==> src/rtl/norm_sched_80_pkg.sv <==
// Shared constants and result type for the normalizing scheduler.
// Mantissa/LZC widths are fixed; lane and exponent widths come from the top parameters.
package norm_sched_80_pkg;

   localparam int MANT_W    = 80;
   localparam int LZC_W     = 7;
   localparam int EXP_W_DEF = 16;
   localparam int ZERO_W    = 1;
   localparam int UFLOW_W   = 1;

   typedef struct packed {
      logic [MANT_W-1:0]  mant;
      logic [ZERO_W-1:0]  zero;
      logic [UFLOW_W-1:0] uflow;
   } res_t;

endpackage

==> src/rtl/lza_80.sv <==
// 80-bit leading-zero counter: per-byte priority encoders merged top byte first.
// Output is 80 for an all-zero input.
module lza_80
   import norm_sched_80_pkg::*;
(
   input  logic [MANT_W-1:0] mant,
   output logic [LZC_W-1:0]  lzc
);

   localparam int NB = MANT_W / 8;

   logic [NB-1:0]   byte_nz;
   logic [3*NB-1:0] byte_lz;

   // byte 0 is the most significant byte
   for (genvar gi = 0; gi < NB; gi++) begin : g_byte
      logic [7:0] seg;
      logic [2:0] lz_b;

      assign seg         = mant[MANT_W-1-8*gi -: 8];
      assign byte_nz[gi] = |seg;

      always_comb begin
         lz_b = 3'd0;
         for (int b = 0; b < 8; b++) begin
            if (seg[b]) lz_b = 3'(7 - b);
         end
      end

      assign byte_lz[3*gi +: 3] = lz_b;
   end

   always_comb begin
      lzc = LZC_W'(MANT_W);
      for (int k = NB - 1; k >= 0; k--) begin
         if (byte_nz[k]) lzc = LZC_W'(8 * k) + {4'd0, byte_lz[3*k +: 3]};
      end
   end

endmodule

==> src/rtl/norm_sched_80.sv <==
// Round-robin shared normalizer: S1 arbitrates and registers an operand,
// S2 counts leading zeros, shifts and registers the result.
module norm_sched_80
   import norm_sched_80_pkg::*;
#(
   parameter int NREQ  = 4,
   parameter int EXP_W = EXP_W_DEF,
   localparam int LANE_W = $clog2(NREQ)
)(
   input  logic                    clk,
   input  logic                    rst,
   input  logic [NREQ-1:0]         req_valid,
   output logic [NREQ-1:0]         req_ready,
   input  logic [NREQ*MANT_W-1:0]  req_mant,
   input  logic [NREQ*EXP_W-1:0]   req_exp,
   output logic                    out_valid,
   input  logic                    out_ready,
   output logic [LANE_W-1:0]       out_lane,
   output logic [MANT_W-1:0]       out_mant,
   output logic [EXP_W-1:0]        out_exp,
   output logic                    out_zero,
   output logic                    out_uflow
);

   logic [MANT_W-1:0] lane_mant [NREQ];
   logic [EXP_W-1:0]  lane_exp  [NREQ];

   for (genvar gi = 0; gi < NREQ; gi++) begin : g_lane
      assign lane_mant[gi] = req_mant[gi*MANT_W +: MANT_W];
      assign lane_exp[gi]  = req_exp[gi*EXP_W +: EXP_W];
   end

   logic [LANE_W-1:0] ptr_reg, ptr_next;
   logic              s1_valid_reg;
   logic [MANT_W-1:0] s1_mant_reg;
   logic [EXP_W-1:0]  s1_exp_reg;
   logic [LANE_W-1:0] s1_lane_reg;
   logic              out_valid_reg;
   res_t              res_reg, res_next;
   logic [EXP_W-1:0]  out_exp_reg, exp_next;
   logic [LANE_W-1:0] out_lane_reg;

   logic              s1_en, s2_en;
   logic              found;
   logic [LANE_W-1:0] sel;
   logic [NREQ-1:0]   grant;
   logic              grant_any;

   assign s2_en = !out_valid_reg || out_ready;
   assign s1_en = !s1_valid_reg || s2_en;

   function automatic logic [LANE_W-1:0] rr_idx(input logic [LANE_W-1:0] p, input int off);
      int s;
      s = int'(p) + off;
      if (s >= NREQ) s = s - NREQ;
      return LANE_W'(s);
   endfunction

   always_comb begin
      found = 1'b0;
      sel   = '0;
      for (int off = 0; off < NREQ; off++) begin
         if (!found && req_valid[rr_idx(ptr_reg, off)]) begin
            found = 1'b1;
            sel   = rr_idx(ptr_reg, off);
         end
      end
   end

   // reset gates the grant so nothing is accepted in the reset cycle
   always_comb begin
      grant = '0;
      if (found && s1_en && !rst) grant[sel] = 1'b1;
   end

   assign grant_any = |grant;
   assign req_ready = grant;

   always_comb begin
      ptr_next = ptr_reg;
      if (grant_any) ptr_next = (sel == LANE_W'(NREQ - 1)) ? '0 : sel + LANE_W'(1);
   end

   logic [LZC_W-1:0] lzc;
   logic [EXP_W-1:0] lzc_ext;

   lza_80 u_lza (
      .mant (s1_mant_reg),
      .lzc  (lzc)
   );

   assign lzc_ext = EXP_W'(lzc);

   // underflow shifts by exp, which is then below lzc and fits the LZC width
   always_comb begin
      res_next = '0;
      exp_next = '0;
      if (lzc == LZC_W'(MANT_W)) begin
         res_next.zero = 1'b1;
      end else if (lzc_ext <= s1_exp_reg) begin
         res_next.mant = s1_mant_reg << lzc;
         exp_next      = s1_exp_reg - lzc_ext;
      end else begin
         res_next.mant  = s1_mant_reg << s1_exp_reg[LZC_W-1:0];
         res_next.uflow = 1'b1;
      end
   end

   always_ff @(posedge clk) begin
      if (rst) begin
         ptr_reg       <= '0;
         s1_valid_reg  <= 1'b0;
         out_valid_reg <= 1'b0;
         res_reg       <= '0;
         out_exp_reg   <= '0;
         out_lane_reg  <= '0;
      end else begin
         ptr_reg <= ptr_next;
         if (s1_en) s1_valid_reg <= grant_any;
         if (s2_en) begin
            out_valid_reg <= s1_valid_reg;
            if (s1_valid_reg) begin
               res_reg      <= res_next;
               out_exp_reg  <= exp_next;
               out_lane_reg <= s1_lane_reg;
            end
         end
      end
   end

   always_ff @(posedge clk) begin
      if (s1_en && grant_any) begin
         s1_mant_reg <= lane_mant[sel];
         s1_exp_reg  <= lane_exp[sel];
         s1_lane_reg <= sel;
      end
   end

   assign out_valid = out_valid_reg;
   assign out_lane  = out_lane_reg;
   assign out_mant  = res_reg.mant;
   assign out_exp   = out_exp_reg;
   assign out_zero  = res_reg.zero;
   assign out_uflow = res_reg.uflow;

endmodule

==> config.mk <==
export PLATFORM = sky130hd
export DESIGN_NAME = norm_sched_80
export DESIGN_NICKNAME = d
export VERILOG_FILES = /design/src/rtl/norm_sched_80_pkg.sv /design/src/rtl/lza_80.sv /design/src/rtl/norm_sched_80.sv
export SDC_FILE = /design/constraint.sdc
export NUM_CORES = 1
export LEC_CHECK = 0
export ABC_AREA = 1
export BUFFER_PORTS_ARGS = -buffer_cell sky130_fd_sc_hd__buf_2
export CELL_PAD_IN_SITES_DETAIL_PLACEMENT = 1
export CELL_PAD_IN_SITES_GLOBAL_PLACEMENT = 1
export CORE_ASPECT_RATIO = 0.8
export CORE_MARGIN = 2
export CORE_UTILIZATION = 33
export CTS_CLUSTER_SIZE = 8
export DETAILED_ROUTE_END_ITERATION = 6
export GPL_ROUTABILITY_DRIVEN = 1
export HOLD_SLACK_MARGIN = 0.06
export PLACE_DENSITY = 0.84
export SYNTH_ARGS = -nofsm -noshare
export SYNTH_HDL_FRONTEND = slang
export SYNTH_HIERARCHICAL = 1
export SYNTH_SLANG_ARGS = --single-unit
==> constraint.sdc <==
create_clock -name clk -period 9 [get_ports clk]
set_input_delay 1.8 -clock clk [delete_from_list [all_inputs] [get_ports clk]]
set_output_delay 1.8 -clock clk [all_outputs]
set_load 0.01 [all_outputs]
==> results.py <==
metrics = {
    "outcome": {
        "status": "finished, final reports clean",
    },
    "pwr": {
        "p_int_w": 0.00433,
        "seq_power_share_pct": 21.1,
        "powerDensity_nw_per_um2": 497,
        "p_clk_share_pct": 9.8,
        "p_switching_w": 0.00599,
        "p_comb_share_pct": 69.1,
        "power.leakage_nw": 9.80,
        "ir_drop_mv": 0.379,
        "sw_frac_of_total_pct": 58.0,
    },
    "floorplanning": {
        "die_w_um": 259,
        "initial_core_util_pct": 33.5,
        "placeableCoreArea_um2": 51300,
        "placementRows": 74,
        "dieArea_um2": 54000,
        "dieHeight_um": 208,
        "io-pin-count": 496,
    },
    "synthesis": {
        "yosys_warnings": 6,
        "ys.flop_type": "dfxtp_1",
        "ys_ff_latch": 202,
        "yosysUniqueCellTypes": 52,
        "synth.avg_cell_area_um2": 6.15,
        "synth_cells": 2797,
        "async_flop_share_pct": 0,
        "synth_edf_count": 98,
        "syn-num-nets": 3200,
        "synth_area_um2": 17200,
        "ys_seq_area_share_pct": 29.2,
    },
    "critical_path": {
        "start_kind": "flop",
        "slowest_delay_ns": 0.81,
        "r2r_cells": 36,
        "crit_start": "s1_mant_reg[9]",
        "cp_max_fo": 35,
        "rr_endpoint": "out_mant[73]",
        "rrSetupSlack_ns": 2.29,
        "reg2reg_from": "s1_mant_reg[9]",
        "endpoint_kind": "flop",
        "cp_data_arrival_time_ns": 7.14,
        "cp_data_required_time_ns": 9.42,
        "crit_type": "reg -> reg",
        "slowest_stage": "nand2_2",
        "cpMostUsedCell": "nand2_1",
    },
    "final_layout": {
        "final_cell_mix": "nand2_1 (974), nand3_1 (651), buf_2 (495)",
        "final_net_count": 3546,
        "multiInputGateArea_um2": 10800,
        "layout-drive-gt1-share_pct": 19.3,
        "seq_area_um2": 5020,
        "fin_area_um2": 20800,
        "fillCellCount": 7032,
        "area_growth_pct": 20.6,
        "final_common_cell": "nand2_1",
    },
    "global_route": {
        "track_usage_pct": 28.1,
        "grt_pass1_vias": 21400,
        "grt_max_degree": 196,
        "grt-ovfl-total": 0,
        "grt_pass1_wl_mm": 121,
        "antenna_found_initial": 2,
    },
    "clock_network": {
        "tritoncts.num_buffers": 29,
        "cts.sinks": 202,
        "cts_hold_buf": 0,
        "cts_root_buf": "clkbuf_16",
        "htreeDepth": 1,
        "clk_path_buf_depth": 3,
        "postCtsResizedCells": 0,
        "cts.clk_slew.worst_paths_ns": 0.05,
        "clkLatencyLatePin_ns": 0.58,
        "post_cts_buffers": 0,
        "cts_tree": "built",
    },
    "drt": {
        "drt_iter0_markers": 1983,
        "wl_per_cell_um": 20.4,
        "drcViolationCount": 0,
        "vias": 21700,
        "finalWirelength_mm": 78.6,
        "drtPass1Iterations": 5,
        "routed_via_density": 5.64,
        "ant_nets": 0,
    },
    "timing": {
        "period_share_pct": 74.6,
        "setup_viol": 0,
        "worst_pin_slew_ns": 1.06,
        "slew-limit-headroom_pct": 29.5,
        "skew_ns": 0.0225,
        "hold_viol": 0,
        "maxSlewViolCount": 0,
        "fin_setup_tns_ns": 0,
        "min_period_ns": 6.71,
        "rsz0062_at_grt": "false",
        "clock.fmax_mhz": 149,
    },
    "min_path": {
        "hold_start": "out_mant[33]",
        "hp-class": "reg -> reg",
        "hold_path_depth": 2,
        "worstHoldEndpoint": "out_mant[33]",
    },
    "place": {
        "gp_congestion": 0.964,
        "post_dp_cell_area_um2": 19900,
        "hpwl_mm": 59.7,
        "io_buffer_count": 495,
    },
    "job": {
        "cap_violations": 0,
    },
}
[power by group through the flow]
| stage | registers [W] | logic (W) | clock network (W) |
|---|---|---|---|
| floorplan | 0.00206 | 0.00478 | 0 |
| global placement | 0.00217 | 0.00686 | 0 |
| detailed placement | 0.00217 | 0.00697 | 0 |
| CTS | 0.00217 | 0.00702 | 0.00103 |
| global route | 0.00223 | 0.00788 | 0.00107 |
| finish | 0.00217 | 0.00714 | 0.00101 |
[worst max-delay path: cells and delay by family (launching register included)]
family | cells | cell delay, ns
fa+ha+maj | 2 | 0.64
compound gates | 2 | 0.45
simple gates | 30 | 4.45
flops | 1 | 0.45
buf+inv | 2 | 0.53
[per-layer routing]
metal | part of all wire [%] | wire (µm) | vias up | track usage, %
met5 | 0.015 | 12 | - | 0
met4 | 3.3 | 2580 | 2 | 8.34
met3 | 7.8 | 6140 | 155 | 5.49
met2 | 48 | 37400 | 880 | 48.1
met1 | 41 | 32400 | 10300 | 35.7
li1 | - | - | 10300 | -
[cell families after synthesis]
logic type	after synthesis	synth area share (%)
compound gates	444	15.9
xor+xnor	6	0.306
fa+ha+maj	12	0.916
buf+inv	358	8.62
flops	202	29.2
mux	3	0.175
simple gates	1772	44.9
[through the flow]
step / power (W) / util, % / cells / setup WS [ns] / hold WS [ns]
after floorplan: 0.00683 / - / 2797 / 2.07 / 0.451
after global placement: 0.00903 / 38.9 / 3796 / 2.60 / 0.452
after detailed placement: 0.00914 / 38.9 / 3796 / 2.46 / 0.455
after CTS: 0.0102 / 40.4 / 3842 / 2.44 / 0.466
after global routing: 0.0112 / 40.5 / 3843 / 1.65 / 0.479
final: 0.0103 / 40.5 / 3844 / 2.29 / 0.460
[cell usage after synthesis, types with 19 or more instances]
| cell type | instances | share of area (%) |
|---|---|---|
| nand4_1 | 19 | 0.69 |
| edfxtp_1 | 98 | 17 |
| buf_2 | 60 | 1.7 |
| o21ai_0 | 42 | 1.2 |
| nand3_1 | 652 | 19 |
| nand2_1 | 975 | 21 |
| inv_1 | 141 | 3.1 |
| clkbuf_1 | 105 | 2.3 |
| o211ai_1 | 20 | 0.87 |
| nor2_1 | 67 | 1.5 |
| dfxtp_1 | 104 | 12 |
| o21ai_1 | 19 | 0.55 |
| a21oi_1 | 238 | 6.9 |
| buf_1 | 24 | 0.52 |
| a32oi_1 | 96 | 4.9 |
[how the worst max path moves through the flow]
stage | to | slack, ns | cells after the start
2_1_floorplan | ptr_reg[1] | 2.07 | 14
3_3_place_gp | out_mant[73] | 2.60 | 36
3_5_place_dp | out_mant[73] | 2.46 | 36
4_1_cts | out_mant[73] | 2.44 | 36
5_1_grt | out_mant[73] | 1.65 | 37
6_report | out_mant[73] | 2.29 | 36
[layout make-up]
type	instances	share of cell area, %
multi-input combinational	2237	52.0
timing repair buffer	518	12.9
sequential	202	24.2
inverter	155	2.83
clock inverter	2	0.121
antenna	2	0.0241
clock buffer	44	3.82
tap	684	4.12
Note: power is estimated with default switching activity, not from simulation.
